$ cat config.mk
export PLATFORM = sky130hd
export DESIGN_NAME = adc_sample_buffer
export DESIGN_NICKNAME = d
export VERILOG_FILES = /design/src/rtl/adc_sample_buffer.sv
export SDC_FILE = /design/constraint.sdc
export NUM_CORES = 2
export LEC_CHECK = 0
export ABC_AREA = 1
export CAP_MARGIN = 20
export CORE_MARGIN = 2
export CORE_UTILIZATION = 31
export CTS_CLUSTER_DIAMETER = 100
export CTS_CLUSTER_SIZE = 14
export DETAILED_ROUTE_END_ITERATION = 16
export GPL_ROUTABILITY_DRIVEN = 0
export SYNTH_ARGS = -nofsm -noshare
export SYNTH_HDL_FRONTEND = slang
export SYNTH_SLANG_ARGS = --single-unit
$ cat constraint.sdc
create_clock -name clk -period 5.8 [get_ports clk]
set_input_delay 1.16 -clock clk [delete_from_list [all_inputs] [get_ports clk]]
set_output_delay 1.16 -clock clk [all_outputs]
set_load 0.01 [all_outputs]
$ cat src/rtl/adc_sample_buffer.sv
// rtl/adc_sample_buffer.sv - capture one DEPTH-sample ADC record with min/max tracking and word-per-request readout
module adc_sample_buffer #(
   parameter int DATA_W = 12,
   parameter int DEPTH  = 256,
   parameter int ADDR_W = 8
) (
   input  logic              clk,
   input  logic              rst,
   input  logic              start,
   input  logic [DATA_W-1:0] sample_in,
   input  logic              sample_valid,
   input  logic              rd_en,
   output logic [DATA_W-1:0] rd_data,
   output logic              rd_valid,
   output logic              busy,
   output logic              done,
   output logic [ADDR_W:0]   count,
   output logic [DATA_W-1:0] min_val,
   output logic [DATA_W-1:0] max_val,
   output logic              overrun
);

   typedef enum logic [1:0] {
      S_IDLE    = 2'd0,
      S_CAPTURE = 2'd1,
      S_DONE    = 2'd2
   } state_t;

   localparam logic [ADDR_W:0]   FULL      = (ADDR_W + 1)'(DEPTH);
   localparam logic [ADDR_W-1:0] LAST_ADDR = ADDR_W'(DEPTH - 1);

   state_t            state;
   logic [ADDR_W-1:0] wptr;
   logic [ADDR_W-1:0] rptr;
   logic [DATA_W-1:0] mem [DEPTH];

   logic restart;
   logic wr_fire;
   logic rd_fire;

   // start restarts from IDLE or DONE; it wins over a same-cycle read and ignores a same-cycle sample
   assign restart = start && (state != S_CAPTURE);
   assign wr_fire = (state == S_CAPTURE) && sample_valid;
   assign rd_fire = (state == S_DONE) && rd_en && !start;

   // control FSM with registered status outputs, pointers and running min/max
   always_ff @(posedge clk or negedge rst) begin
      if (!rst) begin
         state    <= S_IDLE;
         wptr     <= '0;
         rptr     <= '0;
         count    <= '0;
         rd_valid <= 1'b0;
         busy     <= 1'b0;
         done     <= 1'b0;
         min_val  <= '1;
         max_val  <= '0;
         overrun  <= 1'b0;
      end else begin
         rd_valid <= rd_fire;
         if (restart) begin
            state   <= S_CAPTURE;
            wptr    <= '0;
            rptr    <= '0;
            count   <= '0;
            min_val <= '1;
            max_val <= '0;
            overrun <= 1'b0;
            busy    <= 1'b1;
            done    <= 1'b0;
         end else begin
            case (state)
               S_IDLE: begin
                  busy <= 1'b0;
                  done <= 1'b0;
               end
               S_CAPTURE: begin
                  if (sample_valid) begin
                     wptr  <= wptr + 1'b1;
                     count <= count + 1'b1;
                     if (sample_in < min_val) min_val <= sample_in;
                     if (sample_in > max_val) max_val <= sample_in;
                     // the write that fills the record hands it over to readout
                     if (count == FULL - 1'b1) begin
                        state <= S_DONE;
                        busy  <= 1'b0;
                        done  <= 1'b1;
                     end
                  end
               end
               S_DONE: begin
                  if (rd_en) begin
                     rptr <= rptr + 1'b1;
                     if (rptr == LAST_ADDR) begin
                        state <= S_IDLE;
                        done  <= 1'b0;
                     end
                  end
                  // late samples are dropped but flagged until the next start
                  if (sample_valid) overrun <= 1'b1;
               end
               default: begin
                  state <= S_IDLE;
                  busy  <= 1'b0;
                  done  <= 1'b0;
               end
            endcase
         end
      end
   end

   // sample memory write port, contents intentionally not reset
   always_ff @(posedge clk) begin
      if (wr_fire) mem[wptr] <= sample_in;
   end

   // registered read port, one cycle latency, holds last word between reads
   always_ff @(posedge clk or negedge rst) begin
      if (!rst) begin
         rd_data <= '0;
      end else if (rd_fire) begin
         rd_data <= mem[rptr];
      end
   end

endmodule

==> results.md <==
* Outcome: finished clean
* Setup violation total in the final timing report at 0
* Most used flip-flop cell after synthesis: edfxtp_1
* Worst setup skew after layout at 0.0482 ns
* Total clock buffers created by CTS at 266
* Clock latency of the later-clocked register in the worst-skew pair at 0.87 ns
* Sequential share of power at 57.8%
* Fill cell instance count of the final layout at 40100
* Achievable Freq at 240 MHz
* Area overhead of the layout relative to synthesis at 11.1%
* Worst stage delay on the critical path at 0.74 ns
* Syn Std Cell Area at 128000 um2
* Maximum clock path buffer count at 4
* Via count of the first global-routing pass at 78700
* Dominant cell by count in the synthesized netlist: nand2_1
* Slew of the pin with the lowest slew margin at 1.15 ns
* Class of the tightest hold or removal check: in -> async
* Commonest cells in the synthesized netlist: nand2_1, edfxtp_1, nand3_1
* Period minus WS final at 4.16 ns
* Htree depth at 5
* Cell repeated most along the worst path: nand3_1
* Yosys top cell area share at 72.1%
* Die Y-Extent at 646 um
* Number of antenna violations at the first check in global routing at 17
* Average footprint of a synthesized cell at 11.7 um2
* Clock-pin slew on the worst setup and hold paths at 0.07 ns
* Number of buffer and inverter instances along the worst setup path at 3
* Post-synth EDFFs at 3072
* Crit path arrival time at 4.94 ns
* Net Count, Synth at 11000
* Sinks on Clock Net at 3139
* Max cap viols at 0
* Number of synthesis warnings at 0
* Critical path cell sequence: inv_8 > nand2_2 > inv_6 > buf_12 > a21oi_1 > nand3_1 > nand3_1 > nand3_1 > nand3_1 > nand2_1 > nand2_1 > a21oi_1
* Maximum VDD drop at 0.000221 V
* Ratio of routed vias to standard cells at 5.12
* Fraction of layout instances using a drive strength above 1 at 5.92%
* Number of register bits inferred by synthesis at 3139
* Crit path from: rptr[1]$_DFFE_PN0P_
* Final number of max-transition violations at 0
* First-pass GRT wire length at 548 mm
* Syn Inst Count at 11000
* Maximum fanout count along the critical path at 69
* Cell family with the largest share of critical-path delay: buffers and inverters
* Crit-path slowest cell: inv_6
* Comb power frac at 4.7%
* CTS-repair resized insts at 0
* Die Footprint at 418000 um2
* Pin count of the biggest net entering global routing at 192
* Main area contributors after synthesis: edfxtp_1, nand2_1, nand3_1, buf_2, nor2_1
* Master cell of the clock root buffer: clkbuf_16
* Total grt overflow at 0
* Relative max-transition margin at 22.9%
* Number of failing hold endpoints at the final stage at 0
* Unrepaired setup endpoints after global routing: false
* Internal power at 34300 uW
* Count of nets after finishing at 10900
* Required arrival time at the worst endpoint at 6.58 ns
* Yosys top cell by area: edfxtp_1
* Final sum of negative setup slack at 0 ns
* Routed wire per std cell at 23.3 um
* Iter 0 DRT Violations at 11000
* Remaining number of nets flagged by the antenna check after routing at 0
* Area of the core at 410000 um2
* Portion of total power attributed to the clock network at 37.5%
* Crit path kind: reg -> reg
* Sort of element at the end of the critical path: flop
* Number of iterations in the first detailed-routing pass at 6
* Die width at 646 um
* Cell Rows at 235
* Buffers on Ports at 65
* Number of placed I/O pins at 66
* Startpoint Class: flop
* Final cycle utilization of the critical path at 71.8%
* Residual DRC count at 0
* Clock tree from TritonCTS: done
* Aggregate routed wire length at 382 mm
* Sum of internal, switching and leakage power at 43900 uW
* Routed vias at 84100
* Placed wire-length estimate at 222 mm
* Async set or reset register ratio after synthesis at 2.13%
* Power density over cell area at 309 nW/um2
* Library cells used by synthesis at 37
* Sw Ratio at 21.8%
* Count of hold buffers inserted by post-cts repair at 0
* Register area share after synthesis at 73.5%
* Crit Reg-Reg Startpoint: rptr[1]$_DFFE_PN0P_
* Net switching power at 9580 uW
* Leak at 0.0493 uW
* Buffers inserted during post-CTS setup optimization at 0
* Effective utilization at floorplan at 31.2%
* Total global-route track usage at 17.6%
-- area by class of cell --
class / instances / area (um2) / area share [%]
Multi-Input combinational cell: 7009 / 30100 / 21.2
Clock buffer: 325 / 7150 / 5.03
Sequential cell: 3139 / 94000 / 66.1
Timing Repair Buffer: 365 / 3530 / 2.48
Clock inverter: 7 / 83.8 / 0.0590
Inverter: 109 / 458 / 0.322
Tap cell: 5451 / 6820 / 4.80
Antenna cell: 7 / 17.5 / 0.0123
-- state kept, by name, summed over array words and instances, names as in the netlist --
| register | flops |
|---|---|
| mem | 3072 |
| rptr | 8 |
| rd_valid | 1 |
| busy | 1 |
| min_val | 12 |
| count | 9 |
| done | 1 |
| overrun | 1 |
| state | 2 |
| wptr | 8 |
| rd_data | 12 |
| max_val | 12 |
-- worst paths after layout --
kind | cells after the start | slack [ns] | end
min in group clk | 2 | 0.51 | overrun$_DFFE_PN0P_
max in group asynchronous | 2 | 4.43 | rptr[0]$_DFFE_PN0P_
worst min register to register | 2 | 0.51 | overrun$_DFFE_PN0P_
worst min-delay path | 1 | 0.19 | max_val[5]$_DFFE_PN0P_
worst max-delay path | 12 | 1.64 | rd_data[7]$_DFFE_PN0P_
worst max register to register | 12 | 1.64 | rd_data[7]$_DFFE_PN0P_
-- placed cells by master (no fill, tap or decap), types with 25 or more instances in the layout --
cell type / instances
a21boi_0: 25
nand2_1: 3884
inv_1: 96
nand3_1: 2227
o211ai_1: 25
buf_12: 43
clkbuf_16: 279
clkbuf_1: 46
o21ai_0: 70
buf_4: 255
ha_1: 30
edfxtp_1: 3072
clkdlybuf4s50_1: 52
dfrtp_1: 49
a21oi_1: 244
nor2_1: 443
-- worst reg2reg max path: cells and delay by family (launching register included) --
family,cells,cell delay [ns]
AOI/OAI and AO/OA,2,0.39
buffers and inverters,3,1.57
and+or+nand+nor,7,1.37
DFF,1,0.73
-- logic make-up (layout without fill, tap and decap cells) --
kind of cell               Yosys count  count (layout)  synth area share (%)
DFF                               3139            3139                  73.5
AOI/OAI and AO/OA                  385             385                  1.63
and+or+nand+nor                   6594            6594                  21.6
adders and majority gates           30              30                 0.293
buffers and inverters              804             806                  3.05
other                                0               7                     0
-- routing by layer --
metal | share of wire, % | routed length (um) | track usage [%]
met5 | 0.019 | 71 | 0
met4 | 3.7 | 14200 | 6.02
met3 | 8.9 | 34000 | 2.56
met2 | 46 | 176000 | 28.1
met1 | 41 | 157000 | 24.6
-- power by group through the flow --
stage | combinational, uW | sequential, uW | clock (uW)
floorplan | 642 | 25900 | 0
global placement | 1990 | 25900 | 0
detailed placement | 2030 | 25900 | 0
CTS | 2040 | 25400 | 16600
global route | 2180 | 25400 | 17400
finish | 2070 | 25400 | 16500
-- per-stage QoR --
stage / cell area [um2] / instances / util, % / hold WS, ns / setup WS [ns]
floorplan: 128000 / 11000 / - / 0.512 / 2.82
global placement: 135000 / 16100 / 32.8 / 0.496 / 1.17
detailed placement: 135000 / 16100 / 32.8 / 0.496 / 1.11
CTS: 142000 / 16400 / 34.6 / 0.149 / 1.79
global route: 142000 / 16400 / 34.6 / 0.171 / 1.56
finish: 142000 / 16400 / 34.6 / 0.190 / 1.64
Note: power is estimated with default switching activity, not from simulation.
